[src/rtl/spi_sram_pkg.sv]
// spi_sram_pkg: shared constants, state encoding and frame-width helper for the SPI SRAM sequencer
package spi_sram_pkg;
    localparam logic [7:0] CMD_READ  = 8'h03;
    localparam logic [7:0] CMD_WRITE = 8'h02;
    typedef enum logic [1:0] {IDLE, SHIFT, DONE} state_t;
    function automatic int frame_w(input int addr_w, input int data_w);
        return 8 + addr_w + data_w;
    endfunction
endpackage

[src/rtl/spi_rr_arb2.sv]
// spi_rr_arb2: two-way round-robin arbiter; ptr names the requester served last
module spi_rr_arb2 (
    input  logic [1:0] req,
    input  logic       en,
    input  logic       ptr,
    output logic [1:0] gnt
);
    always_comb gnt = !en ? 2'b00 : (&req) ? (ptr ? 2'b01 : 2'b10) : req;
endmodule

[src/rtl/spi_sram_sequencer.sv]
// spi_sram_sequencer: arbitrates two byte requesters and runs one SPI mode-0
// {cmd, addr, data} frame per grant, returning read data with a one-cycle ack
module spi_sram_sequencer
    import spi_sram_pkg::*;
#(
    parameter int ADDR_W   = 16,
    parameter int DATA_W   = 8,
    parameter int HALF_DIV = 2
) (
    input  logic              clk,
    input  logic              rst,
    input  logic [1:0]        req,
    input  logic [1:0]        we,
    input  logic [ADDR_W-1:0] addr0,
    input  logic [ADDR_W-1:0] addr1,
    input  logic [DATA_W-1:0] wdata0,
    input  logic [DATA_W-1:0] wdata1,
    output logic [1:0]        ack,
    output logic [DATA_W-1:0] rdata,
    output logic              busy,
    output logic              ss,
    output logic              sck,
    output logic              mosi,
    input  logic              miso
);
    localparam int FW = frame_w(ADDR_W, DATA_W);
    localparam int CW = $clog2(FW);
    localparam int DW = $clog2(2 * HALF_DIV);
    localparam logic [DW-1:0] LO_END = DW'(HALF_DIV - 1);
    localparam logic [DW-1:0] HI_END = DW'(2 * HALF_DIV - 1);

    state_t            state;
    logic [FW-1:0]     sh;
    logic [FW-1:0]     word;
    logic [DATA_W-1:0] rx;
    logic [CW-1:0]     cnt;
    logic [DW-1:0]     dv;
    logic [1:0]        gnt;
    logic              ptr, win, rd, sel;

    spi_rr_arb2 u_arb (.req(req), .en(state == IDLE), .ptr(ptr), .gnt(gnt));

    always_comb begin
        sel  = gnt[1];
        word = {we[sel] ? CMD_WRITE : CMD_READ, sel ? addr1 : addr0, sel ? wdata1 : wdata0};
    end

    always_ff @(posedge clk or negedge rst) begin
        if (!rst) begin
            state <= IDLE;
            sh    <= '0;
            rx    <= '0;
            cnt   <= '0;
            dv    <= '0;
            ptr   <= 1'b1;
            win   <= 1'b0;
            rd    <= 1'b0;
            ss    <= 1'b1;
            sck   <= 1'b0;
            mosi  <= 1'b0;
            ack   <= '0;
            rdata <= '0;
            busy  <= 1'b0;
        end else begin
            ack <= '0;
            case (state)
                IDLE: if (|gnt) begin
                    state <= SHIFT;
                    sh    <= word;
                    mosi  <= word[FW-1];
                    win   <= sel;
                    ptr   <= sel;
                    rd    <= !we[sel];
                    cnt   <= CW'(FW - 1);
                    dv    <= '0;
                    ss    <= 1'b0;
                    busy  <= 1'b1;
                end
                SHIFT: begin
                    dv <= (dv == HI_END) ? '0 : dv + 1'b1;
                    if (dv == LO_END) begin
                        sck <= 1'b1;
                        rx  <= {rx[DATA_W-2:0], miso};
                    end
                    // end of high phase: advance to the next bit or close the frame
                    if (dv == HI_END) begin
                        sck  <= 1'b0;
                        sh   <= sh << 1;
                        mosi <= (cnt == '0) ? 1'b0 : sh[FW-2];
                        cnt  <= cnt - 1'b1;
                        if (cnt == '0) begin
                            state <= DONE;
                            ss    <= 1'b1;
                            ack   <= win ? 2'b10 : 2'b01;
                            rdata <= rd ? rx : rdata;
                        end
                    end
                end
                DONE: begin
                    dv <= (dv == HI_END) ? '0 : dv + 1'b1;
                    if (dv == HI_END) begin
                        state <= IDLE;
                        busy  <= 1'b0;
                    end
                end
                default: state <= IDLE;
            endcase
        end
    end
endmodule
[config.mk]
export PLATFORM = sky130hd
export DESIGN_NAME = spi_sram_sequencer
export DESIGN_NICKNAME = d
export VERILOG_FILES = /design/src/rtl/spi_sram_pkg.sv /design/src/rtl/spi_rr_arb2.sv /design/src/rtl/spi_sram_sequencer.sv
export SDC_FILE = /design/constraint.sdc
export NUM_CORES = 1
export LEC_CHECK = 0
export CORE_ASPECT_RATIO = 1.2
export CORE_MARGIN = 2
export CORE_UTILIZATION = 39
export CTS_CLUSTER_SIZE = 8
export DETAILED_ROUTE_END_ITERATION = 7
export PLACE_DENSITY_LB_ADDON = 0.25
export SYNTH_ARGS = -nofsm -noshare
export SYNTH_HDL_FRONTEND = slang
export SYNTH_SLANG_ARGS = --single-unit
[constraint.sdc]
create_clock -name clk -period 1.9 [get_ports clk]
set_input_delay 0.285 -clock clk [delete_from_list [all_inputs] [get_ports clk]]
set_output_delay 0.285 -clock clk [all_outputs]
set_load 0.01 [all_outputs]
## After elaboration in Yosys (flattened, before gate mapping)

Cells that the tools add are included.

| word-level totals | value |
|---|---|
| flip-flop bits (word level) | 65 |
| logic and storage cells | 83 |

| cells by class | value |
|---|---|
| order comparisons | 1 |
| multiplexer cells | 39 |
| equal/unequal tests | 8 |
| reduce and logical (&&, ||, !) cells | 19 |
| $add $sub $neg | 2 |

Operators by type and width:

| operator | number |
|---|---|
| $mux W31 | 2 |
| $pmux W31 S2 | 1 |
| $mux W2 | 13 |
| $mux W16 | 1 |
| $mux W1 | 13 |
| $reduce_and A4 Y1 | 3 |
| $mux W5 | 2 |
| $pmux W5 S2 | 1 |
| $reduce_and A2 Y1 | 5 |
| $mux W8 | 1 |
| $ne A2 B2 Y1 const B | 4 |
| $reduce_bool A2 Y1 | 4 |
| $pmux W1 S2 | 3 |
| $pmux W2 S3 | 1 |
| $reduce_and A3 Y1 | 2 |
| $logic_not A5 Y1 | 1 |
| $sub A5 B1 Y5 const B | 1 |
| $eq A2 B1 Y1 const B | 2 |
| $eq A2 B2 Y1 const B | 2 |
| $pmux W2 S2 | 1 |
| $reduce_or A2 Y1 | 2 |
| $add A2 B1 Y2 const B | 1 |
| $logic_not A2 Y1 | 1 |
| $lt A1 B2 Y1 const B | 1 |
| $logic_not A1 Y1 | 1 |

## Longest topological paths before layout

Gate-level depths: netlist of run 1.

| logic depth | value |
|---|---|
| word-level depth | 8 |
| gate-level depth with buffers | 8 |

## By module

Synthesis of run 1 repeated with hierarchy kept, for this count alone.

| second synthesis, totals | value |
|---|---|
| cells, all modules | 281 |
| area total of the unflattened synthesis | 3318.2 um^2 |

By module, submodules not included:

| module | cells an instance | instances | area an instance (um^2) |
|---|---|---|---|
| spi_sram_sequencer | 276 | 1 | 3296.9 |
| spi_rr_arb2 | 5 | 1 | 21.3 |

## Worst setup path before layout of run 1

OpenSTA, ideal clock, no wires.

| timing path | value |
|---|---|
| path type | register to register |
| from | reg state[0] |
| to | reg sh[18] |
| buffers on the path | 1 |
| stages on the path, launching flop included | 8 |
| required time | 1.817 ns |
| setup time | 0.083 ns |
| arrival | 1.700 ns |
| slack | 0.117 ns |
| cells stage by stage | dfrtp_1 > inv_1 > ha_1 > nand2_2 > a21oi_4 > buf_8 > mux2_2 > o21ai_0 |

| between the ends | value |
|---|---|
| word-level cells in the longest chain between the ends | 5 |

Ends and longest elaborated chain:

| what | RTL line | source |
|---|---|---|
| start, declared | spi_sram_sequencer.sv:32 | `state_t state;` |
| start signal, assigned | spi_sram_sequencer.sv:50 | `state <= IDLE;` |
| start signal, assigned | spi_sram_sequencer.sv:68 | `state <= SHIFT;` |
| start signal, assigned | spi_sram_sequencer.sv:92 | `state <= DONE;` |
| $logic_not A2 Y1 | spi_sram_sequencer.sv:41, spi_sram_sequencer.sv:66 |  |
| $mux W2 | spi_rr_arb2.sv:8 | `always_comb gnt = !en ? 2'b00 : (&req) ? (ptr ? 2'b01 : 2'b10) : req;` |
| $mux W16 / $reduce_or A2 Y1 (equally long branches) | spi_sram_sequencer.sv:45, spi_sram_sequencer.sv:67 |  |
| $mux W31 / $ne A2 B2 Y1 (equally long branches) | - |  |
| $pmux W31 S2 / $reduce_and A3 Y1 (equally long branches) | - |  |
| end signal, assigned | spi_sram_sequencer.sv:69 | `sh <= word;` |
| end signal, assigned | spi_sram_sequencer.sv:88 | `sh <= sh << 1;` |
| end, declared | spi_sram_sequencer.sv:33 | `logic [FW-1:0] sh;` |

Several ways; a longest one is shown, not always the timed one. The select of a mux whose other input is x is not followed.
A chain may end at the register's enable or synchronous reset.

## Worst setup path in the final report of run 1

| timing path | value |
|---|---|
| from | reg cnt[0] |
| to | reg rdata[6] |

| between the ends | value |
|---|---|
| word-level cells in the longest chain between the ends | 2 |

Ends and longest elaborated chain:

| what | RTL line | source |
|---|---|---|
| start, declared | spi_sram_sequencer.sv:36 | `logic [CW-1:0] cnt;` |
| start signal, assigned | spi_sram_sequencer.sv:74 | `cnt <= CW'(FW - 1);` |
| start signal, assigned | spi_sram_sequencer.sv:90 | `cnt <= cnt - 1'b1;` |
| $logic_not A5 Y1 | spi_sram_sequencer.sv:91 | `if (cnt == '0) begin` |
| $reduce_and A4 Y1 (no line) | - |  |
| end signal, assigned | spi_sram_sequencer.sv:95 | `rdata <= rd ? rx : rdata;` |
| end, declared | spi_sram_sequencer.sv:19 | `output logic [DATA_W-1:0] rdata,` |

Every way passes these cells.

==> results of run 1 <==
-- cell usage in the layout, fill, tap and decap left out, types with 2 or more instances in the layout --
cell type	count
o21bai_1	2
nor2b_1	2
inv_1	7
nand2_1	33
nor2_1	59
mux2_2	33
clkbuf_16	2
ha_2	3
mux2i_1	4
dfrtp_1	63
a21bo_2	2
mux2_4	8
buf_12	5
inv_6	2
buf_4	14
nand3_1	3
inv_2	2
clkinv_4	2
dfstp_2	2
o21ai_0	39
clkdlybuf4s50_1	67
a22o_1	6
buf_6	2
o31ai_1	2
o21ai_1	12
a21oi_1	10
clkbuf_8	9
a22oi_1	2
nor3_1	2
ha_1	4
-- what timing repair did --
action,in CTS,in global routing
buffers inserted,0,2
hold buffers,1,0
endpoints found under the setup margin,0,19
hold endpoints to repair,63,0
gates resized for setup,0,7
-- critical path, stage by stage, from the launching register on --
cell and delay [ps]:
dfrtp_1 420, inv_1 70, ha_1 210, nor4b_2 280
and3_4 280, nand2_4 120, mux2_4 310
-- Yosys cell counts (6+ instances only) --
cell type   n  area [um2]
mux2_4      8       120.1
o21ai_0    41       205.2
inv_1       9       33.78
ha_1        7       87.58
buf_2       9       45.04
a21oi_1    10       50.05
dfrtp_1    63        1577
mux2_2     33       371.6
nor2_1     59       221.5
a22o_1      6       52.55
o21ai_1    10       50.05
nand2_1    33       123.9
-- final cells by class --
class	instances	area (um2)
Tap cell	117	146.4
Fill cell	788	3914
Sequential cell	65	1629
Inverter	9	33.78
Timing Repair Buffer	92	963.4
Multi-Input combinational cell	246	1630
Clock inverter	7	77.57
Clock buffer	9	123.9
-- power breakdown --
group	switching (mW)	total (mW)	internal, mW
Combinational	1.40	2.76	1.36
Clock	0.576	1.19	0.616
Sequential	0.298	2.17	1.87
-- routing by layer --
metal  track usage [%]  routed length [um]  up-vias
li1                  -                   -     1336
met1             19.32                3166     1267
met3             4.503                 323       13
met2             26.77                3483       61
met4             6.183                 155        0
met5                 0                   0        -
-- stage by stage --
step | std cells | instance area (um2) | hold slack [ps]
after floorplan | 339 | 3396 | -10.59
after global placement | 523 | 4295 | 333.9
after detailed placement | 523 | 4295 | 324.6
after CTS | 540 | 4507 | 481.8
after global routing | 545 | 4604 | 494.4
final | 545 | 4604 | 457.4
-- cells by family (layout without fill, tap and decap cells) --
group           after synthesis  count (layout)  share of synthesized area (%)
flops                        65              65                          47.97
simple gates                108             108                          13.56
compound gates               86              86                          15.99
buf+inv                      28             117                          4.237
fa+ha+maj                     7               7                          2.579
mux                          45              45                          15.66
-- worst paths after layout --
kind,start,to,slack (ps),depth (start not counted)
min in group clk,sh[19]$_DFFE_PN0P_,sh[19]$_DFFE_PN0P_,480,2
max reg2reg,cnt[0]$_DFFE_PN0P_,rdata[6]$_DFFE_PN0P_,90,6
min,rst,win$_DFFE_PN0P_,460,3
max in group asynchronous,rst,ss$_DFFE_PN1P_,1090,3
max,cnt[0]$_DFFE_PN0P_,rdata[6]$_DFFE_PN0P_,90,6
min reg2reg,sh[19]$_DFFE_PN0P_,sh[19]$_DFFE_PN0P_,480,2
-- state kept, by name (all words and copies together) (netlist names) --
signal and count:
state 2, win 1, rx 8, ss 1
dv 2, mosi 1, rdata 8, ack 2
cnt 5, busy 1, ptr 1, sck 1
sh 31, rd 1
==> reports/qor.csv, run 1 <==
stage,metric,value,unit
outcome,status,completed,
timing,finalHoldViolCount,0,
logic_synthesis,synth-async-reset-ratio,100.0,%
timing,rsz0062_at_grt,false,
die,dieArea,0.009472,mm2
setup_path,cp.required,2130,ps
placed_design,numPortBuffers,68,
logic_synthesis,syn-cell-area,0.003396,mm2
clock_tree,htree_levels,3,
clock_tree,clock_path_buffers,2,
power_and_ir_drop,powerDensity,1331,mW/mm2
route,dr.first_iter.drc_count,97,
placed_design,gp_congestion,0.8646,
clock_tree,cts_tree,done,
route,avgRoutedWirePerCell,13.08,um
flow_run,maxCapViolations,0,
power_and_ir_drop,peakVddDrop,0.5024,mV
clock_tree,cts.sinks,65,
placed_design,post-dp-hpwl,4872,um
global_routing,grt.total_usage,16.06,%
global_routing,grt_max_degree,66,
route,ant_nets,0,
logic_synthesis,synth_seq_area_share,47.97,%
timing,skew,8.983,ps
die,design.core.area,0.008518,mm2
setup_path,arrival,2040,ps
worst_hold_path,hp-class,in -> async,
cells_and_area,fin_nets,485,
route,vias,2677,
power_and_ir_drop,power.leakage,2.041,nW
logic_synthesis,synth_flop_cell,dfrtp_1,
global_routing,grt.overflow.total,0,
logic_synthesis,yosysWarnings,0,
cells_and_area,antenna_cells,0,
setup_path,critPathKind,reg -> reg,
clock_tree,numCtsBuffers,9,
route,drc,0,
logic_synthesis,synthCells,339,
cells_and_area,fin_util,54.05,%
die,num_rows,37,
clock_tree,clk_pin_slew_worst_paths,80,ps
route,routed_via_density,4.912,
setup_path,critPathLaunchType,flop,
die,die_y,106.2,um
global_routing,antenna_found_initial,0,
clock_tree,worstSkewPairLatency,350,ps
route,routed_wl,7129,um
placed_design,preCtsSetupSlack,-13.24,ps
die,start_util,39.86,%
route,first_pass_iters,4,
timing,setup_tns,0,ps
logic_synthesis,ys_types,46,
clock_tree,cts-root-buf,clkbuf_8,
timing,setup_violations,0,
logic_synthesis,syn_nets,401,
setup_path,cp_max_fo,8,
setup_path,end_kind,flop,
logic_synthesis,synth_edf_count,0,
logic_synthesis,synth_seq_cells,65,
die,die_w,89.18,um
timing,period_minus_slack,1809,ps
die,pin_count,69,
timing,fmax,552.7,MHz
logic_synthesis,avgSynthCellArea,10.02,um2
timing,setup_ws,90.72,ps
timing,drv_slew,0,
global_routing,grt_first_pass_wirelength,11890,um
cells_and_area,layout-drive-gt1-share,23.13,%
cells_and_area,area_delta_synth_final,35.59,%
global_routing,grt_pass1_vias,2684,
timing,finalCritPeriodShare,95.23,%
timing,tightest_slew,392.3,ps
timing,relSlewSlack,73.48,%
power_and_ir_drop,p_total,6.128,mW
No activity file was read; power rests on OpenSTA's default activity.
==> run 2, diff against run 1 <==
--- a/config.mk
+++ b/config.mk
@@ -7,7 +7,7 @@
 export LEC_CHECK = 0
 export CORE_ASPECT_RATIO = 1.2
 export CORE_MARGIN = 2
-export CORE_UTILIZATION = 39
+export CORE_UTILIZATION = 40
 export CTS_CLUSTER_SIZE = 8
 export DETAILED_ROUTE_END_ITERATION = 7
 export PLACE_DENSITY_LB_ADDON = 0.25
==> run 2 against run 1 <==
Worst hold slack improved by 9.9 ps. Non-clock buffer count decreased by 3. Sequential power about the same. Global-route usage increased by 0.20 points. Maximum frequency increased by 0.92%. Core utilization increased by 2.3 points. Critical path type unchanged. Largest cell class unchanged.
==> reports/qor.csv, run 2 (synthesis gave the netlist of run 1 again) <==
stage,metric,value,unit,change
cells_and_area,postLayoutCellArea,0.004617,mm2,+0.27%
setup_path,end_kind,flop,,
timing,tightest_slew,440.7,ps,+48.36 ps
cells_and_area,regMostFlops,sh,,
timing,relSlewSlack,70.46,%,-3.0 points
setup_path,critPathLaunchType,flop,,
placed_design,placed_area,0.004264,mm2,-0.73%
route,routed_via_density,4.961,,+1.0%
route,dr.first_iter.drc_count,129,,+33%
global_routing,use_met2,25.87,%,-0.91 points
cells_and_area,fin_cells,540,,-0.92%
global_routing,grt.met3_usage,3.397,%,-1.1 points
setup_path,cp_slowest_cell,dfrtp_1,,
power_and_ir_drop,switching_power,2.308,mW,+1.4%
die,die_w,88.11,um,-1.2%
power_and_ir_drop,pwr-share-comb,44.1,%,-1.0 points
cells_and_area,area_delta_synth_final,35.96,%,
timing,drv_slew,0,,unchanged
timing,rsz0062_at_grt,false,,
route,first_pass_iters,4,,unchanged
die,design.core.area,0.008198,mm2,-3.8%
clock_tree,cts-root-buf,clkbuf_8,,
cells_and_area,layout-drive-gt1-share,23.00,%,-0.13 points
setup_path,reg2reg_to,sh[23]$_DFFE_PN0P_,,
clock_tree,worstSkewPairLatency,340,ps,about the same
timing,skew,7.656,ps,-1.327 ps
power_and_ir_drop,power_frac_seq,35.0,%,-0.5 points
cells_and_area,largest_register_ffs,31,,unchanged
setup_path,cp.required,2170,ps,+40 ps
timing,period_minus_slack,1793,ps,-16.54 ps
die,die_y,104.9,um,-1.2%
die,pin_count,69,,unchanged
placed_design,numPortBuffers,68,,unchanged
global_routing,grt_use_met1,21.60,%,+2.3 points
clock_tree,numCtsBuffers,9,,unchanged
setup_path,r2r_cells,8,,+2
die,num_rows,36,,-2.7%
setup_path,arrival,2060,ps,+20 ps
route,ant_nets,0,,unchanged
power_and_ir_drop,power.leakage,2.035,nW,-0.31%
route,routed_wl,7246,um,+1.6%
global_routing,grt.total_usage,16.25,%,+0.20 points
timing,setup_violations,0,,unchanged
timing,finalHoldViolCount,0,,unchanged
global_routing,busiest_layer,met2,,
power_and_ir_drop,swShare,36.88,%,-0.25 points
global_routing,grt.overflow.total,0,,unchanged
power_and_ir_drop,clkPwrFrac,20.8,%,+1.3 points
global_routing,antenna_found_initial,0,,unchanged
cells_and_area,largestRegisters,"sh: 31 flops, rdata: 8 flops, rx: 8 flops",,
global_routing,grt_first_pass_wirelength,11810,um,-0.64%
setup_path,rrSetupSlack,110,ps,+20 ps
global_routing,grt_pass1_vias,2510,,-6.5%
setup_path,cp_max_fo,5,,-3
setup_path,max_stage_delay,430,ps,about the same
global_routing,grt_max_degree,66,,unchanged
clock_tree,clock_path_buffers,2,,unchanged
power_and_ir_drop,peakVddDrop,0.5174,mV,+3.0%
route,drc,0,,unchanged
power_and_ir_drop,powerDensity,1355,mW/mm2,+1.9%
die,dieArea,0.009245,mm2,-2.4%
cells_and_area,antenna_cells,0,,unchanged
placed_design,post-dp-hpwl,4779,um,-1.9%
timing,fin_hold_ws,467.3,ps,+9.900 ps
route,avgRoutedWirePerCell,13.42,um,+2.6%
timing,fmax,557.8,MHz,+0.92%
cells_and_area,final_common_cell,clkdlybuf4s50_1,,
cells_and_area,mostFrequentLayoutCells,"clkdlybuf4s50_1, dfrtp_1, nor2_1, o21ai_0",,
cells_and_area,fin_nets,483,,-0.41%
die,start_util,41.42,%,+1.6 points
clock_tree,cts.sinks,65,,unchanged
setup_path,timing.critical_path.cells,inv_2 > ha_4 > nand2_2 > a21oi_4 > buf_12 > buf_4 > mux2_2 > o21ai_0,,
clock_tree,cts_tree,done,,
clock_tree,clk_pin_slew_worst_paths,70,ps,about the same
clock_tree,htree_levels,3,,unchanged
worst_hold_path,hp-class,in -> async,,
setup_path,critPathKind,reg -> reg,,
outcome,status,completed,,
placed_design,dpl.cell_count,518,,-0.96%
cells_and_area,fillerInstances,752,,-4.6%
route,vias,2679,,+0.075%
flow_run,maxCapViolations,0,,unchanged
timing,finalCritPeriodShare,94.35,%,-0.87 points
placed_design,gp_congestion,0.7726,,-11%
setup_path,rr_startpoint,state[0]$_DFFE_PN0P_,,
power_and_ir_drop,internal_power,3.950,mW,+2.5%
==> run 2: cell types whose count changed in the layout (fill, tap and decap cells not counted), sizes merged <==
cell / before / now
clkinv: 3 / 4
buf: 22 / 19
inv: 11 / 8
clkinvlp: 1 / 3
bufinv: 1 / 2
==> run 2: area by class of cell <==
| class | count | area, um2 | area share [%] |
|---|---|---|---|
| timing repair buffer | 89 | 924.6 | 20.03 |
| clock buffer | 9 | 123.9 | 2.683 |
| timing repair inverter | 1 | 5.005 | 0.1084 |
| sequential | 65 | 1629 | 35.28 |
| clock inverter | 7 | 95.09 | 2.060 |
| tap | 114 | 142.6 | 3.089 |
| inverter | 9 | 37.54 | 0.8130 |
| multi-input combinational | 246 | 1659 | 35.93 |
==> run 2: power by group through the flow <==
stage	Clock, mW	Combinational (mW)	Sequential, mW
floorplan	0	1.90	2.12
global placement	0	2.51	2.18
detailed placement	0	2.57	2.20
CTS	1.33	2.58	2.17
global route	1.38	3.11	2.25
finish	1.30	2.76	2.19
==> run 2: worst max-delay path: cells and delay by family, from the launching register on <==
kind | cells | cell delay, ps
AND/OR/NAND/NOR | 1 | 80
multiplexers | 1 | 340
flip-flops | 1 | 430
AO/OA/AOI/OAI | 2 | 300
buffers and inverters | 3 | 410
adder cells (fa/ha/maj) | 1 | 150
==> run 2: routing by layer <==
metal	up-vias	routed length, um
met5	-	0
met4	0	93
met3	8	279
met2	59	3530
met1	1275	3343
li1	1337	-
==> run 2: repair_timing <==
item	4_1_cts	5_1_grt
setup endpoints to repair	0	29
hold endpoints to repair	63	0
gates resized for setup	0	15
hold buffers	1	0
buffers inserted	0	1
==> run 2: how the worst max path moves through the flow <==
stage / end / start / slack [ps] / cells past startpoint
4_1_cts: state[1]$_DFFE_PN0P_ / state[1]$_DFFE_PN0P_ / 50 / 6
3_5_place_dp: sh[6]$_DFFE_PN0P_ / req[1] / -40 / 6
5_1_grt: sh[5]$_DFFE_PN0P_ / state[1]$_DFFE_PN0P_ / 40 / 6
6_report: sh[23]$_DFFE_PN0P_ / state[0]$_DFFE_PN0P_ / 110 / 8
2_1_floorplan: sh[18]$_DFFE_PN0P_ / state[0]$_DFFE_PN0P_ / 120 / 7
3_3_place_gp: cnt[4]$_DFFE_PN0P_ / req[0] / 40 / 5
==> run 2: through the flow <==
step / power, mW / worst slack (ps) / setup TNS (ps) / util [%]
CTS: 6.083 / 53.61 / 0 / 54.81
global route: 6.746 / 35.42 / 0 / 56.32
floorplan: 4.022 / 117.2 / 0 / -
global placement: 4.688 / 36.95 / 0 / 52.01
detailed placement: 4.768 / -35.63 / -181.0 / 52.01
finish: 6.258 / 107.3 / 0 / 56.32
==> run 3, diff against run 2 <==
--- a/config.mk
+++ b/config.mk
@@ -10,6 +10,7 @@
 export CORE_UTILIZATION = 40
 export CTS_CLUSTER_SIZE = 8
 export DETAILED_ROUTE_END_ITERATION = 7
+export MAX_ROUTING_LAYER = met4
 export PLACE_DENSITY_LB_ADDON = 0.25
 export SYNTH_ARGS = -nofsm -noshare
 export SYNTH_HDL_FRONTEND = slang
==> constraint.sdc (replaced) <==
create_clock -name clk -period 1.7 [get_ports clk]
set_input_delay 0.255 -clock clk [delete_from_list [all_inputs] [get_ports clk]]
set_output_delay 0.255 -clock clk [all_outputs]
set_load 0.01 [all_outputs]
==> run 3 against run 2 <==
The flow now finishes with violations (negative setup slack). Non-clock buffer count up 21. Register-to-register slack worse by 160 ps. Flip-flop and latch count unchanged. Sequential power up 11%. Routed wire length up 12%. Core utilization up 5.0 points. Clock skew down 1.3 ps. Cell area up 8.9%. Sequential share of layout area down 2.9 points. Via count up 6.9%. Critical path type unchanged.
==> reports/qor.csv, run 3 (synthesis gave the netlist of run 1 again) <==
stage,metric,value,unit,change
outcome,status,"finished, violations left",,
outcome,violations,negative setup slack,,
global_routing,grt.overflow.total,0,,unchanged
route,ant_nets,0,,unchanged
placed_design,post-dp-hpwl,5205,um,+8.9%
timing,setup_violations,17,,+17
placed_design,gp_congestion,0.8837,,+14%
route,dr.first_iter.drc_count,96,,-26%
cells_and_area,area_delta_synth_final,48.05,%,
global_routing,grt_max_degree,31,,-53%
die,num_rows,36,,unchanged
route,drt-met1-wl,3486,um,+4.3%
route,routed.top_layer,met4,,
power_and_ir_drop,pwr-share-comb,51.0,%,+6.9 points
power_and_ir_drop,power_frac_seq,30.3,%,-4.7 points
cells_and_area,antenna_cells,0,,unchanged
timing,skew,6.385,ps,-1.271 ps
timing,setup_ws,-48.04,ps,-155.3 ps
cells_and_area,largestRegisters,"sh: 31 flops, rdata: 8 flops, rx: 8 flops",,
route,wl_met2,4181,um,+18%
die,dieArea,0.009245,mm2,unchanged
flow_run,maxCapViolations,0,,unchanged
die,die_y,104.9,um,unchanged
global_routing,antenna_found_initial,0,,unchanged
cells_and_area,fin_util,61.32,%,+5.0 points
cells_and_area,layout-drive-gt1-share,31.25,%,+8.2 points
route,drc,0,,unchanged
setup_path,timing.critical_path.cells,inv_2 > ha_4 > nand2_4 > a21oi_4 > buf_12 > buf_12 > buf_6 > mux2i_1 > mux2_2,,
power_and_ir_drop,p_total,8.025,mW,+28%
timing,drv_slew,0,,unchanged
clock_tree,cts.sinks,65,,unchanged
setup_path,cp_slowest_cell,dfrtp_1,,
timing,tightest_slew,449.0,ps,+8.333 ps
timing,finalHoldViolCount,0,,unchanged
global_routing,grt_pass1_vias,2885,,+15%
setup_path,path_common_cell,buf_12,,
power_and_ir_drop,switching_power,2.969,mW,+29%
route,routed_wl,8106,um,+12%
cells_and_area,largest_register_ffs,31,,unchanged
cells_and_area,fillerInstances,705,,-6.3%
clock_tree,htree_levels,3,,unchanged
clock_tree,cts-root-buf,clkbuf_8,,
route,first_pass_iters,4,,unchanged
cells_and_area,mostFrequentLayoutCells,"clkdlybuf4s50_1, dfrtp_1, nor2_1, nand2_1, buf_4",,
placed_design,numPortBuffers,68,,unchanged
power_and_ir_drop,swShare,37.00,%,+0.12 points
global_routing,grt_first_pass_wirelength,13020,um,+10%
worst_hold_path,hp-class,in -> async,,
die,design.core.area,0.008198,mm2,unchanged
clock_tree,clock_path_buffers,2,,unchanged
setup_path,cp_max_fo,8,,+3
clock_tree,clk_pin_slew_worst_paths,70,ps,about the same
power_and_ir_drop,peakVddDrop,0.6906,mV,+33%
setup_path,cp_top_family,buffers and inverters,,
clock_tree,worstSkewPairLatency,350,ps,about the same
timing,fmax,572.1,MHz,+2.6%
route,dr_wl_met3,277,um,-0.72%
setup_path,critPathLaunchType,flop,,
power_and_ir_drop,internal_power,5.056,mW,+28%
setup_path,critPathKind,reg -> reg,,
setup_path,crit_buf_inv,4,,+1
cells_and_area,fin_nets,505,,+4.6%
global_routing,grt.total_usage,18.35,%,+2.1 points
die,start_util,41.42,%,unchanged
cells_and_area,regMostFlops,sh,,
setup_path,end_kind,flop,,
cells_and_area,seqCellArea,0.001629,mm2,unchanged
setup_path,cp.required,1930,ps,-240 ps
power_and_ir_drop,powerDensity,1596,mW/mm2,+18%
timing,rsz0062_at_grt,true,,
timing,period_minus_slack,1748,ps,-44.70 ps
route,vias,2863,,+6.9%
route,routed_via_density,5.094,,+2.7%
clock_tree,cts_tree,done,,
die,pin_count,69,,unchanged
cells_and_area,multiInputGateArea,0.001839,mm2,+11%
setup_path,arrival,1980,ps,-80 ps
die,die_w,88.11,um,unchanged
timing,relSlewSlack,69.65,%,-0.82 points
power_and_ir_drop,clkPwrFrac,18.7,%,-2.1 points
route,avgRoutedWirePerCell,14.42,um,+7.5%
clock_tree,numCtsBuffers,9,,unchanged
power_and_ir_drop,power.leakage,2.256,nW,+11%
cells_and_area,final_common_cell,clkdlybuf4s50_1,,
setup_path,max_stage_delay,400,ps,-30 ps
timing,finalCritPeriodShare,102.8,%,+8.5 points
[run 3: final cells by class]
class                   count  area share (%)
multi-input cells         248           36.59
flip-flops and latches     65           32.40
repair buffers            110           22.90
well taps                 114           2.837
clock buffers              10           2.738
clock inverters             6           1.792
inverters                   9          0.7466
[run 3: final timing paths]
path	start	to	slack, ps	depth (start not counted)
max	state[1]$_DFFE_PN0P_	rd$_DFFE_PN0P_	-50	9
min	rst	win$_DFFE_PN0P_	390	2
max reg2reg	state[1]$_DFFE_PN0P_	rd$_DFFE_PN0P_	-50	9
min reg2reg	sh[11]$_DFFE_PN0P_	sh[11]$_DFFE_PN0P_	480	2
max in group asynchronous	rst	sh[21]$_DFFE_PN0P_	800	3
min in group clk	sh[11]$_DFFE_PN0P_	sh[11]$_DFFE_PN0P_	480	2
[run 3: power by group through the flow]
stage | Combinational (mW) | Clock [mW] | Sequential (mW)
after detailed placement | 3.21 | 0 | 2.43
after global placement | 3.12 | 0 | 2.41
after floorplan | 2.16 | 0 | 2.37
after CTS | 3.49 | 1.53 | 2.41
final | 4.09 | 1.50 | 2.43
after global routing | 4.51 | 1.59 | 2.50
[run 3: worst reg2reg max path, stage by stage (launching register included)]
cell and delay (ps):
dfrtp_1 400, inv_2 120, ha_4 170, nand2_4 60
a21oi_4 190, buf_12 150, buf_12 130, buf_6 100
mux2i_1 60, mux2_2 250
[run 3: through the flow]
step                      std cells  instance area [um2]  setup TNS [ps]  setup slack [ps]  hold WS (ps)
after global placement          529                 4425           -4724            -191.7         231.7
after detailed placement        529                 4425           -5763            -242.1         234.9
after floorplan                 339                 3412               0             5.219        -40.59
after global routing            562                 5027           -2061            -123.0         423.4
final                           562                 5027          -317.7            -48.04         389.6
after CTS                       554                 4787          -163.1            -29.48         391.8
[run 3: layer usage]
metal / up-vias / GRT usage, %
li1: 1386 / -
met3: 12 / 3.318
met5: - / -
met4: 0 / 7.684
met2: 78 / 29.98
met1: 1387 / 22.10
[run 3: what timing repair did]
action	CTS	global route
pin swaps	0	20
hold buffers	1	0
setup buffers	6	6
endpoints found under the hold margin	14	0
gates cloned	2	3
endpoints found under the setup margin	19	54
gates resized for setup	18	53
